[src/rtl/branch_pred_pkg.sv]
// Shared encodings and defaults for the branch predictor and its counter logic.
package branch_pred_pkg;

    typedef enum logic [1:0] {
        CNT_SNT = 2'b00,
        CNT_WNT = 2'b01,
        CNT_WT  = 2'b10,
        CNT_ST  = 2'b11
    } cnt_t;

    localparam cnt_t CNT_INIT  = CNT_WNT;
    localparam cnt_t CNT_ALLOC = CNT_WT;

    localparam int DEFAULT_INDEX_BITS = 4;

endpackage

[src/rtl/bht_sat_counter.sv]
// Next-state logic for a 2-bit saturating taken/not-taken counter.
module bht_sat_counter
    import branch_pred_pkg::*;
(
    input  cnt_t cur,
    input  logic taken,
    output cnt_t next
);

    // NOTE: default assignment first so every path drives next and no latch is inferred.
    always_comb begin
        next = cur;
        unique case (cur)
            CNT_SNT: next = taken ? CNT_WNT : CNT_SNT;
            CNT_WNT: next = taken ? CNT_WT  : CNT_SNT;
            CNT_WT:  next = taken ? CNT_ST  : CNT_WNT;
            CNT_ST:  next = taken ? CNT_ST  : CNT_WT;
            default: next = cur;
        endcase
    end

endmodule

[src/rtl/branch_predictor.sv]
// Direct-mapped dynamic branch predictor: IF-stage lookup, EX-stage
// mispredict detection, table training and branch statistics.
module branch_predictor
    import branch_pred_pkg::*;
#(
    parameter int XLEN       = 32,
    parameter int INDEX_BITS = DEFAULT_INDEX_BITS,
    parameter int CNT_W      = 32
) (
    input  logic             clk,
    input  logic             rst,
    input  logic [XLEN-1:0]  if_pc,
    output logic             pred_taken,
    output logic [XLEN-1:0]  pred_target,
    input  logic             ex_valid,
    input  logic [XLEN-1:0]  ex_pc,
    input  logic             ex_pred_taken,
    input  logic [XLEN-1:0]  ex_pred_target,
    input  logic             ex_actual_taken,
    input  logic [XLEN-1:0]  ex_actual_target,
    output logic             mispredict,
    output logic [XLEN-1:0]  redirect_pc,
    output logic [CNT_W-1:0] branch_count,
    output logic [CNT_W-1:0] mispredict_count
);

    localparam int ENTRIES = 1 << INDEX_BITS;
    localparam int TAG_W   = XLEN - INDEX_BITS - 2;

    logic              valid_mem  [ENTRIES];
    logic [TAG_W-1:0]  tag_mem    [ENTRIES];
    logic [XLEN-1:0]   target_mem [ENTRIES];
    cnt_t              cnt_mem    [ENTRIES];

    logic [INDEX_BITS-1:0] if_idx;
    logic [INDEX_BITS-1:0] ex_idx;
    logic [TAG_W-1:0]      if_tag;
    logic [TAG_W-1:0]      ex_tag;
    logic                  if_hit;
    logic                  ex_hit;
    cnt_t                  ex_cnt_next;

    assign if_idx = if_pc[INDEX_BITS+1:2];
    assign if_tag = if_pc[XLEN-1:INDEX_BITS+2];
    assign ex_idx = ex_pc[INDEX_BITS+1:2];
    assign ex_tag = ex_pc[XLEN-1:INDEX_BITS+2];

    // Lookup reads the registered table, so a same-cycle EX update is not bypassed.
    assign if_hit      = valid_mem[if_idx] && (tag_mem[if_idx] == if_tag);
    assign pred_taken  = if_hit && cnt_mem[if_idx][1];
    assign pred_target = pred_taken ? target_mem[if_idx] : if_pc + XLEN'(4);

    assign ex_hit = valid_mem[ex_idx] && (tag_mem[ex_idx] == ex_tag);

    assign mispredict  = ex_valid &&
                         ((ex_pred_taken != ex_actual_taken) ||
                          (ex_actual_taken && (ex_pred_target != ex_actual_target)));
    assign redirect_pc = ex_actual_taken ? ex_actual_target : ex_pc + XLEN'(4);

    bht_sat_counter u_sat_counter (
        .cur   (cnt_mem[ex_idx]),
        .taken (ex_actual_taken),
        .next  (ex_cnt_next)
    );

    // NOTE: the table is small enough to reset every entry; a reset clears history immediately.
    always_ff @(posedge clk or posedge rst) begin
        if (rst) begin
            for (int i = 0; i < ENTRIES; i++) begin
                valid_mem[i]  <= 1'b0;
                tag_mem[i]    <= '0;
                target_mem[i] <= '0;
                cnt_mem[i]    <= CNT_INIT;
            end
        end else if (ex_valid) begin
            if (ex_hit) begin
                cnt_mem[ex_idx] <= ex_cnt_next;
                if (ex_actual_taken) begin
                    target_mem[ex_idx] <= ex_actual_target;
                end
            end else if (ex_actual_taken) begin
                valid_mem[ex_idx]  <= 1'b1;
                tag_mem[ex_idx]    <= ex_tag;
                target_mem[ex_idx] <= ex_actual_target;
                cnt_mem[ex_idx]    <= CNT_ALLOC;
            end
        end
    end

    // NOTE: sequential state uses non-blocking assignments so all registers update together.
    always_ff @(posedge clk or posedge rst) begin
        if (rst) begin
            branch_count     <= '0;
            mispredict_count <= '0;
        end else begin
            if (ex_valid && (branch_count != '1)) begin
                branch_count <= branch_count + CNT_W'(1);
            end
            if (mispredict && (mispredict_count != '1)) begin
                mispredict_count <= mispredict_count + CNT_W'(1);
            end
        end
    end

endmodule

[config.mk]
export PLATFORM = sky130hd
export DESIGN_NAME = branch_predictor
export DESIGN_NICKNAME = d
export VERILOG_FILES = /design/src/rtl/branch_pred_pkg.sv /design/src/rtl/bht_sat_counter.sv /design/src/rtl/branch_predictor.sv
export SDC_FILE = /design/constraint.sdc
export NUM_CORES = 2
export LEC_CHECK = 0
export CORE_UTILIZATION = 55
export DETAILED_ROUTE_END_ITERATION = 16
export GPL_TIMING_DRIVEN = 0
export PLACE_DENSITY = 0.74
export SLEW_MARGIN = 20
export SYNTH_ARGS = -nofsm -noshare
export SYNTH_HDL_FRONTEND = slang
export SYNTH_SLANG_ARGS = --single-unit
[constraint.sdc]
create_clock -name clk -period 47.4 [get_ports clk]
set_clock_uncertainty 0.2 [all_clocks]
set_input_delay 9.48 -clock clk [delete_from_list [all_inputs] [get_ports clk]]
set_output_delay 9.48 -clock clk [all_outputs]
set_load 0.05 [all_outputs]
After elaboration in Yosys (flattened, before gate mapping)
Cells that the tools add are included.
{ "totals": {"ff_bits": 1040, "latch_bits": 0, "ramBits": 0, "romBits": 0, "inputBits": 133, "out_inout_bits": 130, "wordCells": 144, "memories": 0} }
{ "op_classes": {"add_sub_neg": 4, "n_mul": 0, "n_div": 0, "magnitude_cmp": 3, "eq_ne": 9, "shift": 0, "muxes": 41, "n_bitwise": 7, "reduce_logical": 14} }
{ "ops": {"columns": ["operator", "count"], "rows": [
  ["512-bit bitwise mux", 1],
  ["416-bit bitwise mux", 1],
  ["32-bit 2-to-1 mux", 7],
  ["26-bit binary-select mux with 4-bit select", 2],
  ["26-bit 2-to-1 mux", 5],
  ["32-bit binary-select mux with 4-bit select", 1],
  ["32-bit demux with 4-bit select", 1],
  ["26-bit demux with 4-bit select", 1],
  ["32-bit by 1-bit adder with 32-bit output, second input constant", 2],
  ["32-bit by 3-bit adder with 32-bit output, second input constant", 2],
  ["32-bit inequality test, second input constant", 2],
  ["26-bit equality test", 2],
  ["32-bit bitwise mux", 1],
  ["32-bit inequality test", 1],
  ["16-bit OR", 2],
  ["16-bit bitwise AND", 1],
  ["2-bit binary-select mux with 4-bit select", 2],
  ["16-bit inverter", 1],
  ["2-bit 2-to-1 mux", 7],
  ["5-bit greater-or-equal comparator, second input constant", 2],
  ["4-bit inverter with 5-bit output", 2],
  ["1-bit binary-select mux with 4-bit select", 2],
  ["2-bit demux with 4-bit select", 1],
  ["1-bit logical AND", 8],
  ["other kinds (13)", 21]
]} }

Depth between registers and ports, before layout
{ "logic_depth": {"word_depth": 9, "mapped_depth": 15, "mapped_depth_nobuf": 9} }

Cells and area by module
A second synthesis with hierarchy kept.
{ "unflattened": {"hier_cells": 3862, "area_unflattened_um2": 54218.2} }
{ "modules_own_cells": {"columns": ["module", "instances", "cells_each", "area_per_inst_um2", "seq_area_each_um2"], "rows": [
  ["branch_predictor", 1, 3859, 54192.0, 26045.0],
  ["bht_sat_counter", 1, 3, 26.3, 0.0]
]} }

Worst setup path before layout
Ideal clock, no wire load.
{ "synth_timing": {"path_type": "input to output", "start": "input port if_pc[2]", "end": "output port pred_target[2]", "arrival_time_ns": 13.072, "required_ns": 37.720, "path_slack_ns": 24.648, "path_stages": 12, "path_buffers": 5, "path_cell_list": "buf_2 > buf_2 > buf_2 > mux4_2 > mux2i_1 > xor2_1 > o21ai_0 > a2111oi_0 > and4bb_2 > buf_2 > buf_4 > mux2i_1"} }
{ "synth_between": {"elab_chain_cells": 8, "elab_cells_between_ends": 18, "classes_between": "add/sub: 1; eq/ne: 1; mux: 13; bitwise: 1; reduce/logical: 2"} }
{ "synth_lines": {"columns": ["item", "line", "source"], "rows": [
  ["start, declared", "branch_predictor.sv:12", "input logic [XLEN-1:0] if_pc,"],
  ["4-bit inverter with 5-bit output (not written as such) (*)", "branch_predictor.sv:49, branch_predictor.sv:50", null],
  ["26-bit binary-select mux with 4-bit select", "branch_predictor.sv:49", "assign if_hit = valid_mem[if_idx] && (tag_mem[if_idx] == if_tag);"],
  ["26-bit 2-to-1 mux (not written as such) (2 in series)", "branch_predictor.sv:49", null],
  ["26-bit equality test", "branch_predictor.sv:49", null],
  ["1-bit logical AND", "branch_predictor.sv:49", null],
  ["1-bit logical AND (*)", "branch_predictor.sv:50", "assign pred_taken = if_hit && cnt_mem[if_idx][1];"],
  ["via pred_taken", "branch_predictor.sv:13", "output logic pred_taken,"],
  ["32-bit 2-to-1 mux (*)", "branch_predictor.sv:51", "assign pred_target = pred_taken ? target_mem[if_idx] : if_pc + XLEN'(4);"],
  ["end, declared", "branch_predictor.sv:14", "output logic [XLEN-1:0] pred_target,"]
]} }
Mark *: on every way through the listed nets, which the timed path passes. The rest lies on a longest branch. The select of a mux whose other input is x is not followed.

Worst setup path after layout
{ "layout_timing": {"start": "input port if_pc[2]", "end": "output port pred_target[31]"} }
{ "layout_between": {"elab_chain_cells": 8, "elab_cells_between_ends": 18, "classes_between": "add/sub: 1; eq/ne: 1; mux: 13; bitwise: 1; reduce/logical: 2"} }
{ "layout_lines": {"columns": ["item", "line"], "rows": [
  ["4-bit inverter with 5-bit output (not written as such)", "branch_predictor.sv:49, branch_predictor.sv:50, branch_predictor.sv:51"],
  ["26-bit binary-select mux with 4-bit select", "branch_predictor.sv:49"],
  ["26-bit 2-to-1 mux (not written as such) (2 in series)", "branch_predictor.sv:49"],
  ["26-bit equality test", "branch_predictor.sv:49"],
  ["1-bit logical AND", "branch_predictor.sv:49"],
  ["1-bit logical AND", "branch_predictor.sv:50"],
  ["32-bit 2-to-1 mux (*)", "branch_predictor.sv:51"]
]} }
Every way passes the cells marked *; elsewhere a longest branch is shown, timed or not. The select of a mux whose other input is x is not followed.

==> key figures <==
Clocking
  • Clk sink count: 1040
  • Reg clk slew, reported paths: 0.06 ns
  • Post-CTS Setup Bufs: 0
  • CTS tree: yes
  • Clock insertion delay at the later pin of the skew report: 0.72 ns
  • Root Driver: clkbuf_16
  • CTS Hold Bufs: 0
  • Total CTS buffers: 111
  • H-tree Lvls: 3
  • Post-cts sizing count: 0
  • CTS max path bufs: 3

Power
  • Sw Ratio: 0.288
  • P_leak: 27.2 nW
  • Total chip power: 2.70 mW
  • Clk pwr share: 0.345
  • PwrDens: 42.9 nW/um2
  • Sw Pwr: 0.777 mW
  • Internal power: 1.93 mW
  • Register share of total power: 0.433
  • Peak supply drop: 0.0000324 V
  • Comb power frac: 0.222

Yosys
  • Async set-reset flop share out of synthesis: 1.00
  • Yosys top cell area share: 0.466
  • Syn_area_per_cell: 14.7 um2
  • Synth Area in Compound Gates: 0.0368
  • Syn_nets: 3877
  • Synthesis-stage register bit count: 1040
  • Syn Inst Count: 3737
  • Post-synthesis mux area share: 0.384
  • Synth Area in XOR/XNOR: 0.0290
  • Largest family of logic cells by synthesized area: multiplexers
  • Yosys Warn Count: 0
  • Yosys top cell by area: dfrtp_1
  • Area share of fa/ha/maj cells after synthesis: 0.00196
  • Largest cells by area after synthesis: dfrtp_1, mux4_2, mux2_2, mux2_4, xnor2_1
  • Post-synthesis simple-gate area fraction: 0.0405
  • Post-synth cell types: 76
  • Sequential fraction of the synthesis area: 0.474
  • Post-Syn Area: 55000 um2
  • Post-synth EDFFs: 0
  • Ys flop type: dfrtp_1

Timing
  • Slew headroom: 0.144
  • Final min period: 26.20 ns
  • PnR worst setup slack: 21.20 ns
  • Unrepaired setup endpoints after global routing: no
  • Pins Over Slew Limit: 0
  • Fmax: 38.2 MHz
  • Final Cycle Share: 0.553
  • Setup-failing EPs final: 0
  • Pin slew with the least headroom to its limit: 1.28 ns
  • Post-route setup TNS: 0 ns
  • Fin Hold WS: 0.292 ns
  • Final Hold Vio Count: 0

Layout
  • Final Instance Area: 63000 um2
  • Area Overhead vs Synth: 14.6%
  • Cell Count, Final, Fillers Out: 5462
  • Nets: 4218
  • Commonest non-fill, non-tap cell in the layout: dfrtp_1
  • Commonest non-fill, non-tap cells in the layout: dfrtp_1, mux2_2, mux4_2
  • Final core occ: 0.638
  • Ratio of cells with drive above 1 in the final layout: 0.410

Worst setup path
  • Internal reg-to-reg setup slack: 42.73 ns
  • R2R depth: 9
  • Worst path required time: 37.72 ns
  • Worst r2r dst: tag_mem[396]
  • CP Capture Type: primary output
  • Crit path to: pred_target[31]
  • Critical Path AT: 16.52 ns
  • Worst-path fanout max: 10
  • Critical R2R Launch: tag_mem[24]
  • Crit start category: primary input
  • CP startpoint: if_pc[2]
  • WS Path Type: in -> out

Placed design
  • Inst Count DP: 5252
  • Post-DP HPWL: 133000 um
  • I/O Buffers: 216
  • Pre-CTS WS: 21.44 ns
  • RePlAce Congestion: 1.04
  • Placed Area: 59100 um2

Global routing
  • Vias in the first global route: 37200
  • Largest net degree at the start of global routing: 100
  • Initial antenna violation count: 11
  • First-pass GRT wire length: 268000 um
  • GRT Util Overall: 0.369
  • Grt ovf: 0

Route
  • Per-cell routed wire length: 34.0 um
  • Vias per inst: 6.82
  • Drt total wl: 186000 um
  • Post-route ant nets: 0
  • First-pass DRT Iterations: 6
  • DRC viols: 0
  • DR iter-0 viols: 4489
  • Via count of the routed design: 37200

Die
  • # rows: 115
  • Die H: 318 um
  • Die X: 318 um
  • IO Count: 263
  • Initial Util: 0.557
  • Die area: 101000 um2
  • Core footprint: 98700 um2

Run status
  • Run status: completed

Hold path
  • Hold Crit Class: reg -> reg

Run
  • Maxcap violations: 0
## how the worst min path moves through the flow
| stage | from | end | slack, ns | cells past startpoint |
|---|---|---|---|---|
| 6_report | mispredict_count[8] | mispredict_count[8] | 0.29 | 1 |
| 5_1_grt | target_mem[42] | target_mem[42] | 0.30 | 1 |
| 4_1_cts | mispredict_count[17] | mispredict_count[17] | 0.29 | 1 |
| 3_5_place_dp | valid_mem[15] | valid_mem[15] | 0.28 | 1 |
| 3_3_place_gp | valid_mem[11] | valid_mem[11] | 0.27 | 1 |
| 2_1_floorplan | valid_mem[5] | valid_mem[5] | 0.25 | 1 |
## power groups by stage
stage | logic [mW] | registers [mW] | clock network, mW
after floorplan | 0.410 | 1.16 | 0
after global placement | 0.573 | 1.17 | 0
after detailed placement | 0.590 | 1.18 | 0
after CTS | 0.592 | 1.16 | 0.936
after global routing | 0.625 | 1.19 | 0.971
final | 0.600 | 1.17 | 0.932
## flip-flops by register name, summed over array words and instances (netlist names)
signal,cells
branch_count,32
cnt_mem,32
target_mem,512
valid_mem,16
tag_mem,416
mispredict_count,32
## cell type report
type                       instances  area (um2)
fill                            7272       35700
multi-input combinational       2316       27100
sequential                      1040       26000
clock buffer                     158        3190
timing repair buffer             228        2490
buffer                           348        1740
tap                             1287        1610
clock inverter                    47         697
inverter                          33         131
antenna                            5        12.5
## Yosys cell counts, types with 9 or more instances
master and number:
clkbuf_1 204, nor3_1 21, a31oi_4 14, nand4_1 20
dfrtp_1 1024, buf_1 33, nand2b_1 20, nor2b_1 11
xor2_1 84, mux4_2 372, nor4_1 16, and4_1 11
a21oi_1 33, dfstp_2 16, mux2i_1 81, buf_2 53
inv_1 31, a41o_1 17, or2_2 11, buf_6 38
buf_4 19, a41oi_1 16, o31ai_1 18, nand2_1 140
o22ai_1 9, a221oi_1 9, mux2_2 704, mux2_4 266
nor2_1 69, a22oi_1 33, xnor2_1 98, nand3_1 62
and2_1 10, and3_1 27, o21ai_0 57
## metal layers
metal | share of wire | vias to the layer above | GRT usage
li1 | - | 14700 | -
met1 | 0.40 | 19800 | 0.526
met2 | 0.43 | 2224 | 0.520
met3 | 0.12 | 481 | 0.113
met4 | 0.051 | 12 | 0.167
met5 | 0.00038 | - | 0
## worst max-delay path, cell delays in order
cell and delay, ns:
clkdlybuf4s50_1 0.64, buf_2 0.37, buf_2 0.61, buf_4 0.35
buf_2 0.45, buf_4 0.49, buf_2 0.35, nand2_1 0.20
nor3_1 0.62, nor2b_1 0.36, nand2_1 0.16, nor2_1 0.22
nand3_1 0.13, xnor2_1 0.87, mux2_2 0.37, clkdlybuf4s50_1 0.81
## cell families after synthesis
logic type               after synthesis
multiplexers                        1423
flip-flops                          1040
AND/OR/NAND/NOR                      443
buffers and inverters                381
AO/OA/AOI/OAI                        259
XOR/XNOR                             182
adder cells (fa/ha/maj)                9
(Power assumes the default switching activity.)
